--- config.mk ---
export PLATFORM = sky130hd
export DESIGN_NAME = axilite_cfg_reg_slave
export DESIGN_NICKNAME = d
export VERILOG_FILES = /design/src/rtl/axilite_cfg_pkg.sv /design/src/rtl/axilite_cfg_wr_chan.sv /design/src/rtl/axilite_cfg_reg_slave.sv
export SDC_FILE = /design/constraint.sdc
export NUM_CORES = 1
export LEC_CHECK = 0
export CAP_MARGIN = 20
export CORE_AREA = 2 2 261 263
export CTS_BUF_LIST = sky130_fd_sc_hd__clkbuf_16
export DETAILED_ROUTE_END_ITERATION = 10
export DIE_AREA = 0 0 263 265
export PLACE_DENSITY = 0.57
export SYNTH_ARGS = -nofsm -noshare
export SYNTH_HDL_FRONTEND = slang
export SYNTH_HIERARCHICAL = 1
export SYNTH_SLANG_ARGS = --single-unit
--- constraint.sdc ---
create_clock -name axi_aclk -period 6.5 [get_ports axi_aclk]
set_input_delay 1.3 -clock axi_aclk [delete_from_list [all_inputs] [get_ports axi_aclk]]
set_output_delay 1.3 -clock axi_aclk [all_outputs]
set_load 0.01 [all_outputs]
--- src/rtl/axilite_cfg_pkg.sv ---
// Shared constants, types and helpers for the AXI4-Lite configuration register slave.
package axilite_cfg_pkg;

  localparam logic [1:0] RESP_OKAY   = 2'b00;
  localparam logic [1:0] RESP_SLVERR = 2'b10;

  typedef enum logic [1:0] {IDLE, HOLD, COMMIT, RESP} wr_state_t;
  typedef enum logic {RD_IDLE, RD_RESP} rd_state_t;

  // Width of the word-index field covering n words (at least one bit).
  function automatic int idx_width(input int n);
    return (n <= 1) ? 1 : $clog2(n);
  endfunction

endpackage

--- src/rtl/axilite_cfg_wr_chan.sv ---
// AXI4-Lite write channel: independent AW/W capture, commit strobe to the register bank, B handshake.
//
// state  | meaning
// IDLE   | nothing held
// HOLD   | AW only or W only held
// COMMIT | both held; register bank writes on the next edge
// RESP   | bvalid high, waiting for bready
module axilite_cfg_wr_chan
  import axilite_cfg_pkg::*;
#(
  parameter int ADDR_WIDTH = 32,
  parameter int DATA_WIDTH = 32,
  parameter int NUM_CFG    = 8,
  parameter int NUM_STS    = 8,
  localparam int IDXW      = idx_width(NUM_CFG + NUM_STS)
) (
  input  logic                    axi_aclk,
  input  logic                    axi_aresetn,
  input  logic [ADDR_WIDTH-1:0]   axi_awaddr,
  input  logic                    axi_awvalid,
  output logic                    axi_awready,
  input  logic [DATA_WIDTH-1:0]   axi_wdata,
  input  logic [DATA_WIDTH/8-1:0] axi_wstrb,
  input  logic                    axi_wvalid,
  output logic                    axi_wready,
  output logic [1:0]              axi_bresp,
  output logic                    axi_bvalid,
  input  logic                    axi_bready,
  output logic                    wr_commit,
  output logic [IDXW-1:0]         wr_idx,
  output logic [DATA_WIDTH-1:0]   wr_data,
  output logic [DATA_WIDTH/8-1:0] wr_strb
);

  localparam logic [IDXW:0] CFG_LIMIT = (IDXW + 1)'(NUM_CFG);

  wr_state_t               state;
  logic                    aw_held;
  logic                    w_held;
  logic [ADDR_WIDTH-1:0]   awaddr_q;
  logic                    aw_hs;
  logic                    w_hs;
  logic                    addr_upper;
  logic                    cfg_hit;
  logic                    unused_addr_bits;

  assign axi_awready = !aw_held && !axi_bvalid;
  assign axi_wready  = !w_held && !axi_bvalid;
  assign aw_hs       = axi_awvalid && axi_awready;
  assign w_hs        = axi_wvalid && axi_wready;

  // Status words and anything outside the index field are not writable.
  assign wr_idx      = awaddr_q[2 +: IDXW];
  assign addr_upper  = |(awaddr_q >> (2 + IDXW));
  assign cfg_hit     = !addr_upper && ({1'b0, wr_idx} < CFG_LIMIT);
  assign wr_commit   = (state == COMMIT) && cfg_hit;
  assign unused_addr_bits = ^awaddr_q[1:0];

  always_ff @(posedge axi_aclk or negedge axi_aresetn) begin
    if (!axi_aresetn) begin
      state      <= IDLE;
      aw_held    <= 1'b0;
      w_held     <= 1'b0;
      awaddr_q   <= '0;
      wr_data    <= '0;
      wr_strb    <= '0;
      axi_bvalid <= 1'b0;
      axi_bresp  <= RESP_OKAY;
    end else begin
      if (aw_hs) begin
        aw_held  <= 1'b1;
        awaddr_q <= axi_awaddr;
      end
      if (w_hs) begin
        w_held  <= 1'b1;
        wr_data <= axi_wdata;
        wr_strb <= axi_wstrb;
      end
      case (state)
        IDLE: begin
          if (aw_hs && w_hs)      state <= COMMIT;
          else if (aw_hs || w_hs) state <= HOLD;
        end
        HOLD: begin
          if ((aw_held || aw_hs) && (w_held || w_hs)) state <= COMMIT;
        end
        COMMIT: begin
          state      <= RESP;
          aw_held    <= 1'b0;
          w_held     <= 1'b0;
          axi_bvalid <= 1'b1;
          axi_bresp  <= cfg_hit ? RESP_OKAY : RESP_SLVERR;
        end
        RESP: begin
          if (axi_bready) begin
            axi_bvalid <= 1'b0;
            state      <= IDLE;
          end
        end
        default: state <= IDLE;
      endcase
    end
  end

endmodule

--- src/rtl/axilite_cfg_reg_slave.sv ---
// AXI4-Lite configuration register slave: R/W cfg bank, read-only status words, SLVERR on
// out-of-range accesses and writes to status words.
module axilite_cfg_reg_slave
  import axilite_cfg_pkg::*;
#(
  parameter int ADDR_WIDTH = 32,
  parameter int DATA_WIDTH = 32,
  parameter int NUM_CFG    = 8,
  parameter int NUM_STS    = 8
) (
  input  logic                          axi_aclk,
  input  logic                          axi_aresetn,
  input  logic [ADDR_WIDTH-1:0]         axi_awaddr,
  input  logic                          axi_awvalid,
  output logic                          axi_awready,
  input  logic [DATA_WIDTH-1:0]         axi_wdata,
  input  logic [DATA_WIDTH/8-1:0]       axi_wstrb,
  input  logic                          axi_wvalid,
  output logic                          axi_wready,
  output logic [1:0]                    axi_bresp,
  output logic                          axi_bvalid,
  input  logic                          axi_bready,
  input  logic [ADDR_WIDTH-1:0]         axi_araddr,
  input  logic                          axi_arvalid,
  output logic                          axi_arready,
  output logic [DATA_WIDTH-1:0]         axi_rdata,
  output logic [1:0]                    axi_rresp,
  output logic                          axi_rvalid,
  input  logic                          axi_rready,
  output logic [NUM_CFG*DATA_WIDTH-1:0] cfg_regs,
  output logic [NUM_CFG-1:0]            cfg_wr_pulse,
  input  logic [NUM_STS*DATA_WIDTH-1:0] sts_in
);

  localparam int IDXW = idx_width(NUM_CFG + NUM_STS);

  logic [DATA_WIDTH-1:0]   cfg_q [NUM_CFG];
  logic                    wr_commit;
  logic [IDXW-1:0]         wr_idx;
  logic [DATA_WIDTH-1:0]   wr_data;
  logic [DATA_WIDTH/8-1:0] wr_strb;

  rd_state_t               rd_state;
  logic [IDXW-1:0]         rd_idx;
  logic                    rd_upper;
  logic [DATA_WIDTH-1:0]   rd_data_nxt;
  logic [1:0]              rd_resp_nxt;
  logic                    unused_addr_bits;

  axilite_cfg_wr_chan #(
    .ADDR_WIDTH (ADDR_WIDTH),
    .DATA_WIDTH (DATA_WIDTH),
    .NUM_CFG    (NUM_CFG),
    .NUM_STS    (NUM_STS)
  ) u_wr_chan (
    .axi_aclk    (axi_aclk),
    .axi_aresetn (axi_aresetn),
    .axi_awaddr  (axi_awaddr),
    .axi_awvalid (axi_awvalid),
    .axi_awready (axi_awready),
    .axi_wdata   (axi_wdata),
    .axi_wstrb   (axi_wstrb),
    .axi_wvalid  (axi_wvalid),
    .axi_wready  (axi_wready),
    .axi_bresp   (axi_bresp),
    .axi_bvalid  (axi_bvalid),
    .axi_bready  (axi_bready),
    .wr_commit   (wr_commit),
    .wr_idx      (wr_idx),
    .wr_data     (wr_data),
    .wr_strb     (wr_strb)
  );

  always_ff @(posedge axi_aclk or negedge axi_aresetn) begin
    if (!axi_aresetn) begin
      for (int i = 0; i < NUM_CFG; i++) cfg_q[i] <= '0;
      cfg_wr_pulse <= '0;
    end else begin
      for (int i = 0; i < NUM_CFG; i++) begin
        cfg_wr_pulse[i] <= wr_commit && (wr_idx == IDXW'(i));
        if (wr_commit && (wr_idx == IDXW'(i))) begin
          for (int b = 0; b < DATA_WIDTH/8; b++) begin
            if (wr_strb[b]) cfg_q[i][8*b +: 8] <= wr_data[8*b +: 8];
          end
        end
      end
    end
  end

  always_comb begin
    cfg_regs = '0;
    for (int i = 0; i < NUM_CFG; i++) cfg_regs[DATA_WIDTH*i +: DATA_WIDTH] = cfg_q[i];
  end

  assign rd_idx   = axi_araddr[2 +: IDXW];
  assign rd_upper = |(axi_araddr >> (2 + IDXW));
  assign unused_addr_bits = ^axi_araddr[1:0];

  // cfg_q is sampled before any same-edge commit lands, so a colliding read sees the old value.
  always_comb begin
    rd_data_nxt = '0;
    rd_resp_nxt = RESP_SLVERR;
    if (!rd_upper) begin
      for (int i = 0; i < NUM_CFG; i++) begin
        if (rd_idx == IDXW'(i)) begin
          rd_data_nxt = cfg_q[i];
          rd_resp_nxt = RESP_OKAY;
        end
      end
      for (int j = 0; j < NUM_STS; j++) begin
        if (rd_idx == IDXW'(NUM_CFG + j)) begin
          rd_data_nxt = sts_in[DATA_WIDTH*j +: DATA_WIDTH];
          rd_resp_nxt = RESP_OKAY;
        end
      end
    end
  end

  assign axi_arready = (rd_state == RD_IDLE);
  assign axi_rvalid  = (rd_state == RD_RESP);

  always_ff @(posedge axi_aclk or negedge axi_aresetn) begin
    if (!axi_aresetn) begin
      rd_state  <= RD_IDLE;
      axi_rdata <= '0;
      axi_rresp <= RESP_OKAY;
    end else begin
      case (rd_state)
        RD_IDLE: begin
          if (axi_arvalid) begin
            rd_state  <= RD_RESP;
            axi_rdata <= rd_data_nxt;
            axi_rresp <= rd_resp_nxt;
          end
        end
        RD_RESP: begin
          if (axi_rready) rd_state <= RD_IDLE;
        end
        default: rd_state <= RD_IDLE;
      endcase
    end
  end

endmodule

# After elaboration in Yosys (flattened, before gate mapping)
# Cells that the tools add are included.
[classes]
magnitude_cmp = 1
n_eq_ne = 28
mux = 49
bitwise_logic = 1
n_reduce_logical = 66
[op_table]
columns = ["operator", "count"]
rows = [
  ["32-bit 2-to-1 mux", 17],
  ["2-bit AND reduction", 34],
  ["26-bit OR reduction", 2],
  ["2-bit 2-to-1 mux", 22],
  ["4-bit by 3-bit equality test with 1-bit output, second input constant", 8],
  ["4-bit equality test, second input constant", 8],
  ["4-bit by 2-bit equality test with 1-bit output, second input constant", 4],
  ["1-bit logical AND", 16],
  ["4-bit by 1-bit equality test with 1-bit output, second input constant", 2],
  ["4-bit zero test", 2],
  ["2-bit case mux with 4 select lines", 1],
  ["1-bit 2-to-1 mux", 7],
  ["2-bit nonzero test", 3],
  ["2-bit equality test, second input constant", 2],
  ["1-bit zero test", 4],
  ["4-bit < comparator, second input constant", 1],
  ["1-bit case mux with 2 select lines", 2],
  ["1-bit logical OR", 3],
  ["3-bit by 1-bit inequality test with 1-bit output, second input constant", 1],
  ["3-bit AND reduction", 1],
  ["2-bit by 1-bit equality test with 1-bit output, second input constant", 1],
  ["2-bit zero test", 1],
  ["2-bit by 1-bit inequality test with 1-bit output, second input constant", 1],
  ["2-bit inequality test, second input constant", 1],
  ["1-bit NOT", 1],
]
[word_totals]
register_bits = 374
in_bits = 363

# Logic depth before layout (Yosys ltp)
[logic_depth]
ltp_word = 18
depth_mapped = 10
ltp_nobuf = 9

# By module
# The synthesis kept the hierarchy.
[modules_own_cells]
columns = ["mod", "n_inst", "cells_each", "area_each_um2", "seq_area_each_um2"]
rows = [
  ["axilite_cfg_reg_slave", 1, 1529, 16507.1, 7457.2],
  ["axilite_cfg_wr_chan", 1, 193, 2931.6, 1801.7],
]

# Worst setup path after synthesis
# Ideal clock, no wire load.
[synth_path]
kind = "input to register"
start = "input axi_araddr[4]"
end = "register axi_rdata[11]"
arrival_ps = 2691
path_slack_ps = 3680
cell_stages = 8
path_buffers = 3
path_cell_list = "buf_2 > buf_6 > buf_2 > nand2_1 > nor2_1 > a221oi_1 > a21oi_1 > o41a_1"
[synth_via]
elab_chain_len = 18
[synth_lines]
columns = ["element", "line_no", "source"]
rows = [
  ["from (decl)", "axilite_cfg_reg_slave.sv:23", "input logic [ADDR_WIDTH-1:0] axi_araddr,"],
  ["4-bit zero test", "axilite_cfg_reg_slave.sv:105", "if (rd_idx == IDXW'(i)) begin"],
  ["32-bit 2-to-1 mux (8 in series)", "axilite_cfg_reg_slave.sv:105", ""],
  ["32-bit 2-to-1 mux (7 in series)", "axilite_cfg_reg_slave.sv:111", "if (rd_idx == IDXW'(NUM_CFG + j)) begin"],
  ["32-bit 2-to-1 mux (*)", "axilite_cfg_reg_slave.sv:111", ""],
  ["32-bit 2-to-1 mux (*)", "axilite_cfg_reg_slave.sv:103", "if (!rd_upper) begin"],
  ["to (signal assigned)", "axilite_cfg_reg_slave.sv:132", "axi_rdata <= rd_data_nxt;"],
  ["to (decl)", "axilite_cfg_reg_slave.sv:26", "output logic [DATA_WIDTH-1:0] axi_rdata,"],
]
# Mark *: on every way between the ends. The rest lies on a longest branch, timed or not.
# A chain may end at the register's enable or synchronous reset.

# Final worst setup path
[layout_path]
start = "input axi_araddr[3]"
end = "register axi_rdata[13]"
# Same word-level chain as after synthesis.

==> flow_metrics.env <==
export IMPL_final_hold_violation_count=0
export IMPL_ys_warn_count=6
export IMPL_dieArea_mm2=0.06970
export IMPL_ir_drop_uv=191.4
export IMPL_yosysSeqAreaShare=0.4763
export IMPL_holdPathStages=2
export IMPL_dp_hpwl_um=73090
export IMPL_synth_top_flop_cell="dfrtp_1"
export IMPL_clock_skew_ps=15.98
export IMPL_clk_latency_ps=590
export IMPL_setup_viol=0
export IMPL_fin_crit_ps=4010
export IMPL_synth_area_mm2=0.01944
export IMPL_regToRegStartpoint="u_wr_chan/state[0]$_DFFE_PN0P_"
export IMPL_cp_max_fo=38
export IMPL_cap_violations=0
export IMPL_first_pass_iters=6
export IMPL_yosys_top_cells_count="dfrtp_1 (370), mux2_2 (340), nand2_1 (103), o21ai_0 (103), a22oi_1 (66)"
export IMPL_cts_tree="yes"
export IMPL_clock_path_buffers=3
export IMPL_r2r_slack_ps=2730
export IMPL_fin_ws_ps=2490
export IMPL_grt_overflow_total=0
export IMPL_status="completed"
export IMPL_synth_top_area_cell="dfrtp_1"
export IMPL_fmax_mhz=249.4
export IMPL_cts_resized=0
export IMPL_grt_max_degree=154
export IMPL_r2r_end="cfg_regs[157]$_DFFE_PN0P_"
export IMPL_start_util=0.2910
export IMPL_ys_ff_latch=370
export IMPL_nets=2704
export IMPL_tightest_slew_ps=1130
export IMPL_core_area_mm2=0.06680
export IMPL_syn_inst=1722
export IMPL_ys_top_cells_by_area="dfrtp_1 (48%), mux2_2 (20%), o21ai_0 (2.7%)"
export IMPL_synth_cell_type_count=71
export IMPL_syn_num_nets=2090
export IMPL_wl_per_cell_um=30.23
export IMPL_yosys_area_top_type_share=0.4763
export IMPL_num_rows=95
export IMPL_p_per_area_mw_per_mm2=228.9
export IMPL_worst_ep_arrival_time_ps=4520
export IMPL_grt_pass1_wl_um=137600
export IMPL_post_cts_buffers=0
export IMPL_slew_viol_final=0
export IMPL_antenna_found_initial=8
export IMPL_timing_worst_setup_path_type="in2reg"
export IMPL_final_setup_tns_ps=0
export IMPL_min_to="axi_rdata[21]$_DFFE_PN0P_"
export IMPL_cp_start_kind="input port"
export IMPL_p_leak_uw=0.01208
export IMPL_postCtsHoldBufs=0
export IMPL_cts_root_buffer="clkbuf_16"
export IMPL_synth_avg_cell_area_um2=11.29
export IMPL_rsz0062_at_grt="no"
export IMPL_fp_dieH_um=265
export IMPL_reg2reg_depth=9
export IMPL_gp_congestion=0.9633
export IMPL_synth_edf_count=0
export IMPL_preCtsSetupSlack_ps=2045
export IMPL_endpoint_kind="register"
export IMPL_ios=668
export IMPL_worstHoldPathType="reg2reg"
export IMPL_async_reset_ff_frac=1.000
export IMPL_drive_above_1_share=0.2062
export IMPL_cts_sinks=370
export IMPL_numPortBuffers=661
export IMPL_routed_via_count=17900
export IMPL_area_delta_synth_final_pct=45.02
export IMPL_period_share=0.6169
export IMPL_worstHoldStart="axi_rdata[21]$_DFFE_PN0P_"
export IMPL_htree_levels=2
export IMPL_dieWidth_um=263
export IMPL_worst_ep_required_time_ps=7010
export IMPL_drt_iter0_drc=1561
export IMPL_track_usage=0.2726
export IMPL_ant_nets=0
export IMPL_holdWs_ps=482.1
export IMPL_clk_pin_slew_ps=60
export IMPL_grt_pass1_vias=18040
export IMPL_viasPerCell=5.513
export IMPL_wirelength_um=98150
export IMPL_slew_headroom=0.2451
export IMPL_yosysMostFrequentCell="dfrtp_1"
export IMPL_cts_buffers=46
export IMPL_drc_errors=0
==> area by class of cell <==
cell class | instances | area (µm²)
Inverter | 39 | 146.4
Multi-Input combinational cell | 1189 | 9419
Clock inverter | 33 | 235.2
Fill cell | 6381 | 38610
Sequential cell | 370 | 9259
Tap cell | 873 | 1092
Timing Repair Buffer | 690 | 6870
Clock buffer | 46 | 1151
Antenna cell | 7 | 17.52
==> worst max path at each step <==
stage          slack, ps                         to           from  depth (start not counted)
3_5_place_dp        2040   axi_rdata[0]$_DFFE_PN0P_  axi_araddr[4]                          8
2_1_floorplan       3680  axi_rdata[11]$_DFFE_PN0P_  axi_araddr[4]                          8
3_3_place_gp        2080   axi_rdata[0]$_DFFE_PN0P_  axi_araddr[4]                          8
5_1_grt             2470   axi_rdata[0]$_DFFE_PN0P_  axi_araddr[4]                          8
4_1_cts             2670   axi_rdata[0]$_DFFE_PN0P_  axi_araddr[4]                          8
6_report            2490  axi_rdata[13]$_DFFE_PN0P_  axi_araddr[3]                          6
==> placed cells by master, fill, tap and decap left out, drive strengths merged, types with 6 or more instances in the layout <==
cell type | netlist | routed
clkdlybuf4s50 | 0 | 656
dfrtp | 370 | 370
mux2 | 341 | 341
o21ai | 116 | 116
nand2 | 103 | 103
a22oi | 66 | 66
nor2 | 63 | 63
mux2i | 48 | 48
o22ai | 46 | 46
clkbuf | 50 | 46
a21oi | 45 | 45
inv | 38 | 44
buf | 74 | 34
nand3 | 33 | 33
or2 | 25 | 25
clkinv | 1 | 24
o32ai | 22 | 22
a2bb2oi | 22 | 22
nand2b | 22 | 22
o41ai | 18 | 18
o211ai | 17 | 17
nor4 | 15 | 15
nor3 | 15 | 15
a221oi | 12 | 12
and3 | 12 | 12
and2 | 11 | 11
o21bai | 11 | 11
a32oi | 11 | 11
nor2b | 11 | 11
a211oi | 10 | 10
nand3b | 9 | 9
a222oi | 9 | 9
o31a | 9 | 9
diode | 0 | 7
o2bb2ai | 6 | 6
nor4b | 6 | 6
o221ai | 6 | 6
==> through the flow <==
step	power [µW]	instances	utilization	cell area, µm²
floorplan	3431	1722	-	19440
global placement	4017	3161	0.4010	26790
detailed placement	4065	3161	0.4010	26790
CTS	6516	3240	0.4217	28170
global route	6739	3244	0.4219	28180
finish	6454	3247	0.4220	28190
==> where the power goes <==
part	internal [µW]	total, µW	switching (µW)
combinational	585	1100	518
clock	1370	2430	1060
sequential	2530	2920	393
==> registers in the layout (all words and copies together) (netlist names) <==
name and cells:
u_wr_chan/w_held 1, u_wr_chan/state 2, axi_rdata 32, u_wr_chan/axi_bvalid 1, u_wr_chan/axi_bresp 1, axi_rresp 1, u_wr_chan/wr_strb 4, u_wr_chan/wr_data 32
cfg_regs 256, cfg_wr_pulse 8, u_wr_chan/aw_held 1, axi_rvalid 1, u_wr_chan/awaddr_q 30
==> cells by family after synthesis <==
logic type	after synthesis	synth area share
AOI/OAI and AO/OA	454	0.1657
muxes	389	0.2223
DFF	370	0.4763
and+or+nand+nor	339	0.09076
buffers and inverters	163	0.04139
adders and majority gates	5	0.003218
other	2	0.0003863
==> worst max-delay path, cell delays in order <==
cell	delay, ps
buf_6	330
buf_4	420
nor2b_4	970
a221oi_1	200
nor4b_1	970
a221o_1	240
==> metal layers <==
layer,global-route usage,routed length [µm],vias up
met1,0.3505,40550,9153
met4,0.08973,3349,4
met3,0.07069,7880,159
li1,-,-,7728
met2,0.4464,46350,858
met5,0,24,-
Power figures use the tool's default switching activity.
